===== config.mk =====
export PLATFORM = sky130hd
export DESIGN_NAME = usb_tx_line_driver
export DESIGN_NICKNAME = d
export VERILOG_FILES = /design/src/rtl/usb_line_pkg.sv /design/src/rtl/usb_nrzi_stuffer.sv /design/src/rtl/usb_tx_line_driver.sv
export SDC_FILE = /design/constraint.sdc
export NUM_CORES = 1
export LEC_CHECK = 0
export BUFFER_PORTS_ARGS = -buffer_cell sky130_fd_sc_hd__buf_2
export CORE_MARGIN = 3
export CORE_UTILIZATION = 40
export CTS_CLUSTER_DIAMETER = 50
export DETAILED_ROUTE_END_ITERATION = 10
export REMOVE_ABC_BUFFERS = 1
export SETUP_SLACK_MARGIN = 0.05
export SLEW_MARGIN = 20
export SYNTH_ARGS = -nofsm -noshare
export SYNTH_HDL_FRONTEND = slang
export SYNTH_HIERARCHICAL = 1
export SYNTH_SLANG_ARGS = --single-unit

===== constraint.sdc =====
create_clock -name useClk -period 2 [get_ports useClk]
set_input_delay 0.4 -clock useClk [delete_from_list [all_inputs] [get_ports useClk]]
set_output_delay 0.4 -clock useClk [all_outputs]
set_load 0.1 [all_outputs]

===== src/rtl/usb_line_pkg.sv =====
// Shared types and line codes for the USB transmit line driver.
// USB_TX_STUFF_EN selects whether the bit-stuffing state exists at all.
package usb_line_pkg;

`ifdef USB_TX_STUFF_EN
    localparam bit STUFF_EN = 1'b1;

    typedef enum logic [2:0] {
        IDLE    = 3'd0,
        DATA    = 3'd1,
        STUFF   = 3'd2,
        EOP_SE0 = 3'd3,
        EOP_J   = 3'd4
    } tx_state_t;
`else
    localparam bit STUFF_EN = 1'b0;

    typedef enum logic [2:0] {
        IDLE    = 3'd0,
        DATA    = 3'd1,
        EOP_SE0 = 3'd3,
        EOP_J   = 3'd4
    } tx_state_t;
`endif

    localparam int DEFAULT_STUFF_LIMIT = 6;

    // Line codes are {dPlus, dMinus}
    localparam logic [1:0] LINE_SE0 = 2'b00;

    function automatic logic [1:0] line_j(input bit low_speed);
        return low_speed ? 2'b01 : 2'b10;
    endfunction

    function automatic logic [1:0] line_k(input bit low_speed);
        return low_speed ? 2'b10 : 2'b01;
    endfunction

endpackage


===== src/rtl/usb_nrzi_stuffer.sv =====
// NRZI level register and consecutive-ones counter with the stuff decision.
// level_next is 1 for J, 0 for K; registers advance only when ce is high.
module usb_nrzi_stuffer
    import usb_line_pkg::*;
#(
    parameter int STUFF_LIMIT = DEFAULT_STUFF_LIMIT
) (
    input  logic       clk,
    input  logic       rst_n,
    input  logic       ce,
    input  logic       clear,
    input  logic       shift,
    input  logic       data_bit,
    input  logic       stuff,
    output logic       level_next,
    output logic       stuff_req,
    output logic [2:0] ones_count
);

    // Without stuffing the counter is purely informative and saturates at 7
    localparam logic [2:0] COUNT_MAX = STUFF_EN ? 3'(STUFF_LIMIT) : 3'd7;

    logic       level_reg;
    logic [2:0] count_reg;
    logic [2:0] count_next;

    always_comb begin
        level_next = level_reg;
        count_next = count_reg;
        stuff_req  = 1'b0;
        if (clear) begin
            level_next = 1'b1;
            count_next = 3'd0;
        end else if (stuff) begin
            level_next = ~level_reg;
            count_next = 3'd0;
        end else if (shift) begin
            if (!data_bit) begin
                level_next = ~level_reg;
                count_next = 3'd0;
            end else if (count_reg != COUNT_MAX) begin
                count_next = count_reg + 3'd1;
                stuff_req  = STUFF_EN && ((count_reg + 3'd1) == COUNT_MAX);
            end
        end
    end

    always_ff @(posedge clk or negedge rst_n) begin
        if (!rst_n) begin
            level_reg <= 1'b1;
            count_reg <= 3'd0;
        end else if (ce) begin
            level_reg <= level_next;
            count_reg <= count_next;
        end
    end

    assign ones_count = count_reg;

endmodule


===== src/rtl/usb_tx_line_driver.sv =====
// USB transmit line driver: EOP state machine and D+/D- pad muxing around the NRZI/stuffer.
// Define USB_TX_STUFF_EN to build in bit stuffing (STUFF state, txReady stall).
module usb_tx_line_driver
    import usb_line_pkg::*;
#(
    parameter bit LOW_SPEED    = 1'b0,
    parameter int EOP_SE0_BITS = 2,
    parameter int STUFF_LIMIT  = DEFAULT_STUFF_LIMIT
) (
    input  logic       useClk,
    input  logic       rstN,
    input  logic       checkData,
    input  logic       txOE,
    input  logic       txBit,
    input  logic       callEop,
    output logic       txReady,
    output logic       dPlus,
    output logic       dMinus,
    output logic       lineOE,
    output logic [2:0] stuffCount
);

    localparam logic [1:0] LINE_J   = line_j(LOW_SPEED);
    localparam logic [1:0] LINE_K   = line_k(LOW_SPEED);
    localparam logic [2:0] SE0_LAST = 3'(EOP_SE0_BITS);

    tx_state_t  state_reg;
    logic [2:0] se0_cnt_reg;
    logic       eop_prev_reg;
    logic [1:0] line_reg;
    logic       line_oe_reg;
    logic       ready_reg;

    logic       eop_rise;
    logic       nrzi_clear;
    logic       nrzi_shift;
    logic       nrzi_stuff;
    logic       level_next;
    logic       stuff_req;
    logic [1:0] line_data;
    tx_state_t  data_state;

    usb_nrzi_stuffer #(
        .STUFF_LIMIT(STUFF_LIMIT)
    ) u_nrzi (
        .clk       (useClk),
        .rst_n     (rstN),
        .ce        (checkData),
        .clear     (nrzi_clear),
        .shift     (nrzi_shift),
        .data_bit  (txBit),
        .stuff     (nrzi_stuff),
        .level_next(level_next),
        .stuff_req (stuff_req),
        .ones_count(stuffCount)
    );

    always_comb begin
        eop_rise   = callEop & ~eop_prev_reg;
        nrzi_clear = 1'b0;
        nrzi_shift = 1'b0;
        nrzi_stuff = 1'b0;
        line_data  = level_next ? LINE_J : LINE_K;
`ifdef USB_TX_STUFF_EN
        data_state = stuff_req ? STUFF : DATA;
`else
        data_state = DATA;
`endif
        case (state_reg)
            IDLE: begin
                if (txOE) nrzi_shift = 1'b1;
                else      nrzi_clear = 1'b1;
            end
            DATA: begin
                if (eop_rise)  nrzi_clear = 1'b1;
                else if (txOE) nrzi_shift = 1'b1;
                else           nrzi_clear = 1'b1;
            end
`ifdef USB_TX_STUFF_EN
            STUFF: begin
                // EOP wins over a pending stuffed bit
                if (eop_rise) nrzi_clear = 1'b1;
                else          nrzi_stuff = 1'b1;
            end
`endif
            default: nrzi_clear = 1'b1;
        endcase
    end

    always_ff @(posedge useClk or negedge rstN) begin
        if (!rstN) begin
            state_reg    <= IDLE;
            se0_cnt_reg  <= 3'd0;
            eop_prev_reg <= 1'b0;
            line_reg     <= LINE_J;
            line_oe_reg  <= 1'b0;
            ready_reg    <= 1'b1;
        end else if (checkData) begin
            eop_prev_reg <= callEop;
            case (state_reg)
                IDLE: begin
                    if (txOE) begin
                        state_reg   <= data_state;
                        line_reg    <= line_data;
                        line_oe_reg <= 1'b1;
                        ready_reg   <= ~stuff_req;
                    end
                end
                DATA: begin
                    if (eop_rise) begin
                        state_reg   <= EOP_SE0;
                        se0_cnt_reg <= 3'd1;
                        line_reg    <= LINE_SE0;
                        line_oe_reg <= 1'b1;
                        ready_reg   <= 1'b1;
                    end else if (txOE) begin
                        state_reg   <= data_state;
                        line_reg    <= line_data;
                        ready_reg   <= ~stuff_req;
                    end else begin
                        state_reg   <= IDLE;
                        line_reg    <= LINE_J;
                        line_oe_reg <= 1'b0;
                        ready_reg   <= 1'b1;
                    end
                end
`ifdef USB_TX_STUFF_EN
                STUFF: begin
                    if (eop_rise) begin
                        state_reg   <= EOP_SE0;
                        se0_cnt_reg <= 3'd1;
                        line_reg    <= LINE_SE0;
                    end else begin
                        state_reg   <= DATA;
                        line_reg    <= line_data;
                    end
                    ready_reg <= 1'b1;
                end
`endif
                EOP_SE0: begin
                    if (se0_cnt_reg == SE0_LAST) begin
                        state_reg <= EOP_J;
                        line_reg  <= LINE_J;
                    end else begin
                        se0_cnt_reg <= se0_cnt_reg + 3'd1;
                    end
                end
                default: begin
                    // EOP_J: release the pads; txOE is not honoured until the next bit
                    state_reg   <= IDLE;
                    line_reg    <= LINE_J;
                    line_oe_reg <= 1'b0;
                    ready_reg   <= 1'b1;
                end
            endcase
        end
    end

    assign dPlus   = line_reg[1];
    assign dMinus  = line_reg[0];
    assign lineOE  = line_oe_reg;
    assign txReady = ready_reg;

endmodule


==> metrics.txt, run 1 <==
outcome=finished clean; CTS H-tree depth=1; Post-Place Cells=135; antenna-violating nets left=0; CP startpoint kind=register; FF-to-FF End=line_reg[0]; Multi-input gate area=513 um^2; DRC=0; Total Power=1100 uW; min-delay worst type=primary input to async pin; Peak supply drop=0.559 mV; Final Cycle Share=90.9%; CP Max Fanout=6; die height=54.4 um; Initial Utilization=45.0%; drt pass-1 iters=4; clock buffer count from CTS=3; FF-to-FF Start=state_reg[2]; GPL Wtd Cong=0.760; critical path capture point type=register; DRT Wirelength=1.64 mm; CP Class=register to register; Sw Share=44.1%; Row Count=16; Max clock buf depth=2; Ant. Diodes=0; max-cap violation count=0; Root Driver=clkbuf_4; Ports=13; register area=380 um^2; Flop pwr share=40.4%; Hold Vio Cnt, Final=0; worst setup margin=0.182 ns; 1st-iter DRT viols=5; first-pass GRT wire length=2.60 mm; vias in the first global route=612; clock tree from TritonCTS=done; initial antenna violation count=0; Int Power=613 uW; crit-path max cell delay=0.46 ns; Layout area overhead=17.1%; wire length per cell=11.7 um; via count=721; Critical Path, Cell by Cell=nor2_4 -> nand3_2 -> inv_2 -> nand2b_1 -> nor3b_1 -> o21bai_1 -> and3b_1 -> mux2_1; Netlist Area Pre-Place=936 um^2; switching pwr=484 uW; skew final=0.00735 ns; RSZ-0062 raised after global routing=false; clock latency at the later pin of the worst-skew pair=0.27 ns; clock share of power=15.5%; post-route minimum period=1.82 ns; Die Wd=54.4 um; DR vias/cell=5.11; critical path startpoint=state_reg[2]; crit path DAT=1.99 ns; register area share after synthesis=40.5%; Syn Inst Count=92; Syn. warnings=6; I/O Buffers=12; total negative slack=0 ns; Clock Sinks=15; fmax=550 MHz; Avg Inst Size Synth=10.2 um^2; Final Max Slew Viols=0; Final Non-Filler Cells=141; Leakage Power=0.000517 uW; Comb power frac=44.1%; DPL Wire Length=1.28 mm; Global Route Usage Sum=12.0%; slowest stage cell on the critical path=dfrtp_2; nets@finish=125; Power Density=1000 mW/mm^2; largest net degree at the start of global routing=16; worst path required time=2.17 ns; core region area=0.00208 mm^2; pre-CTS setup slack=0.125 ns; Yosys reg bits=15; layout cells sized above 1=34.2%; commonest non-fill, non-tap cell in the layout=buf_2; most frequent cells in the layout=12 x buf_2, 11 x dfrtp_1, 9 x inv_1, 6 x o21ai_0, 6 x buf_4; Netlist cell types=41; grt ovf=0; r2r setup slk=0.18 ns; fillers=203; die area=0.00296 mm^2; final setup violation count=0; worst reg2reg path depth=8; CTS clock-pin slew for the worst setup and hold paths=0.09 ns
## critical path, delay by kind of cell, from the launching register on
kind / cells / cell delay, ns
AND/OR/NAND/NOR: 5 / 0.74
AO/OA/AOI/OAI: 1 / 0.15
buffers and inverters: 1 / 0.07
flip-flops: 1 / 0.46
multiplexers: 1 / 0.28
## kinds of logic (layout without fill, tap and decap cells)
group                      Yosys count  in the layout  synth area share (%)
DFF                                 15             15                  40.5
and+or+nand+nor                     27             27                  19.9
AOI/OAI and AO/OA                   26             26                  20.6
buffers and inverters               13             32                  6.42
muxes                                5              5                  6.42
other                                2              5                 0.802
adders and majority gates            4              4                  5.35
## metrics by stage
step	util [%]	hold slack, ns	cell area, um^2
global route	52.6	0.0262	1100
global placement	50.4	0.327	1050
CTS	51.6	0.0176	1070
finish	52.6	0.00882	1100
floorplan	-	0.104	925
detailed placement	50.4	0.328	1050
## worst max-delay path by stage
stage	endpoint
floorplan	u_nrzi/ones_count[0]
detailed placement	line_reg[1]
CTS	line_reg[1]
global route	line_reg[0]
finish	line_reg[0]
global placement	line_reg[0]
## power by group through the flow
stage | sequential (uW) | combinational (uW) | clock [uW]
2_1_floorplan | 626 | 187 | 0
3_3_place_gp | 444 | 464 | 0
3_5_place_dp | 448 | 467 | 0
4_1_cts | 443 | 468 | 178
5_1_grt | 453 | 526 | 188
6_report | 443 | 484 | 170
## metal layers
layer / up-vias / share of wire (%) / global-route usage [%]
li1: 368 / - / -
met1: 343 / 50 / 15.6
met2: 8 / 46 / 19.3
met3: 2 / 2.5 / 3.27
met4: 0 / 1.2 / 3.73
met5: - / 0 / 0
## Yosys cell counts (all sizes together)
cell type  count  share of area [%]
a2111o         1                1.2
a21boi         2                1.6
a21oi          4                2.5
a22o           2                2.1
a311oi         1               0.94
a32oi          1               0.94
and2b          2                1.6
and3b          1               0.94
buf            3                2.4
conb           2               0.80
dfrtp         12                 32
dfstp          3                8.4
ha             4                5.3
inv           10                4.0
mux2           5                6.4
nand2          4                1.6
nand2b         2                1.3
nand3          3                1.6
nand3b         3                2.8
nand4          1                2.3
nand4b         2                1.9
nor2           5                2.8
nor2b          1               0.67
nor3           2                1.6
nor3b          1               0.80
o211ai         1               0.80
o21a           2                1.6
o21ai          7                4.1
o21bai         1               0.80
o22ai          1               0.67
o311ai         1               0.94
o31ai          1                1.3
o32ai          1               0.94
## what timing repair did
| item | CTS | global route |
|---|---|---|
| setup buffers | 0 | 2 |
| resized for setup | 0 | 4 |
| setup endpoints to repair | 0 | 2 |
| hold buffers | 0 | 0 |
## area by class of cell
class	count	area share [%]
multi-input cells	67	46.8
flip-flops and latches	15	34.7
repair buffers	18	9.59
inverters	10	3.42
well taps	27	3.08
clock buffers	4	2.40
No activity file was read; power rests on OpenSTA's default activity.
==> run 2, diff against run 1 <==
--- a/config.mk
+++ b/config.mk
@@ -6,7 +6,7 @@
 export NUM_CORES = 1
 export LEC_CHECK = 0
 export BUFFER_PORTS_ARGS = -buffer_cell sky130_fd_sc_hd__buf_2
-export CORE_MARGIN = 3
+export CAP_MARGIN = 0
 export CORE_UTILIZATION = 40
 export CTS_CLUSTER_DIAMETER = 50
 export DETAILED_ROUTE_END_ITERATION = 10
==> metrics.txt, run 2 (synthesis results as in run 1) <==
Non-Filler Cell Area, Final=0.00111 mm^2; initial antenna violation count=0; fmax=535 MHz; FF-to-FF Start=state_reg[2]; Peak supply drop=0.606 mV; Ant. Diodes=0; Power Density=1000 mW/mm^2; Hold Vio Cnt, Final=0; Layout area overhead=18.9%; critical path capture point type=register; die height=50.4 um; DRC=0; core region area=0.00221 mm^2; CTS clock-pin slew for the worst setup and hold paths=0.09 ns; CP startpoint kind=register; hold slack final=0.00368 ns; Final Cycle Share=93.4%; wire length per cell=12.0 um; outcome=finished clean; min-delay worst type=primary input to async pin; clock latency at the later pin of the worst-skew pair=0.29 ns; layout cells sized above 1=35.3%; post-route minimum period=1.87 ns; Initial Utilization=42.3%; Final Non-Filler Cells=144; CTS H-tree depth=1; drt pass-1 iters=2; DR vias/cell=5.12; I/O Buffers=12; CP Max Fanout=5; crit path DAT=2.04 ns; antenna-violating nets left=0; Post-Place Cells=136; Leakage Power=0.000526 uW; most frequent cells in the layout=12 x buf_2, 11 x dfrtp_1, 9 x inv_1, 8 x buf_4; total negative slack=0 ns; largest net degree at the start of global routing=16; DPL Wire Length=1.30 mm; clock tree from TritonCTS=done; Ports=13; die area=0.00254 mm^2; via count=737; CP Class=register to register; nets@finish=127; skew final=0.00594 ns; commonest non-fill, non-tap cell in the layout=buf_2; vias in the first global route=693; fillers=224; DRT Wirelength=1.72 mm; Root Driver=clkbuf_4; 1st-iter DRT viols=1; Global Route Usage Sum=16.6%; max-cap violation count=0; clock buffer count from CTS=3; placed inst area=0.00105 mm^2; Die Wd=50.4 um; Row Count=17; Final Max Slew Viols=0; Max clock buf depth=2; final setup violation count=0; first-pass GRT wire length=3.04 mm; Clock Sinks=15; GPL Wtd Cong=0.765; worst path required time=2.17 ns; grt ovf=0; critical path startpoint=state_reg[2]; Total Power=1120 uW; RSZ-0062 raised after global routing=false
[run 2: per-layer routing]
metal	track usage [%]	wire length (um)	vias up	part of all wire (%)
met2	24.2	812	9	47
met1	21.7	831	347	48
met3	2.73	30	4	1.7
li1	-	-	377	-
met4	12.5	46	0	2.7
met5	0	0	-	0
[run 2: worst paths after layout]
| check | end | slack (ns) | depth (start not counted) |
|---|---|---|---|
| max reg2reg | line_reg[0] | 0.13 | 8 |
| min reg2reg | line_reg[0] | 0.51 | 1 |
| min | state_reg[0] | 0.004 | 1 |
| max | line_reg[0] | 0.13 | 8 |
| max in group asynchronous | line_reg[1] | 1.70 | 1 |
| min in group useClk | eop_prev_reg | 0.39 | 2 |
[run 2: critical path, stage by stage, from the launching register on]
cell and delay (ns):
dfrtp_2 0.45, nor2_4 0.15, nand3_1 0.14, inv_2 0.09, nand2b_1 0.09, nor3b_2 0.17, o21bai_1 0.17, and3b_1 0.20
mux2_1 0.29
[run 2: per-stage QoR]
stage / util (%) / worst slack [ns]
CTS: 48.6 / 0.0707
global route: 50.3 / 0.0442
global placement: 47.5 / 0.169
finish: 50.3 / 0.132
detailed placement: 47.5 / 0.0857
floorplan: - / 0.0709
[run 2: layout make-up]
cell class	count	area (um^2)	share of cell area, %
repair buffers	20	120	10.8
multi-input cells	67	513	46.1
inverters	10	37.5	3.37
flip-flops and latches	15	380	34.2
well taps	28	35.0	3.15
clock buffers	4	26.3	2.36
[run 2: where the power goes]
| part | internal [uW] | total, uW | switching [uW] |
|---|---|---|---|
| clock | 77.5 | 176 | 98.0 |
| sequential | 383 | 443 | 60.2 |
| combinational | 164 | 498 | 334 |
[run 2: what timing repair did]
action / 4_1_cts / 5_1_grt
gates resized for setup: 0 / 4
buffers inserted: 0 / 4
hold buffers: 0 / 0
setup endpoints to repair: 0 / 2
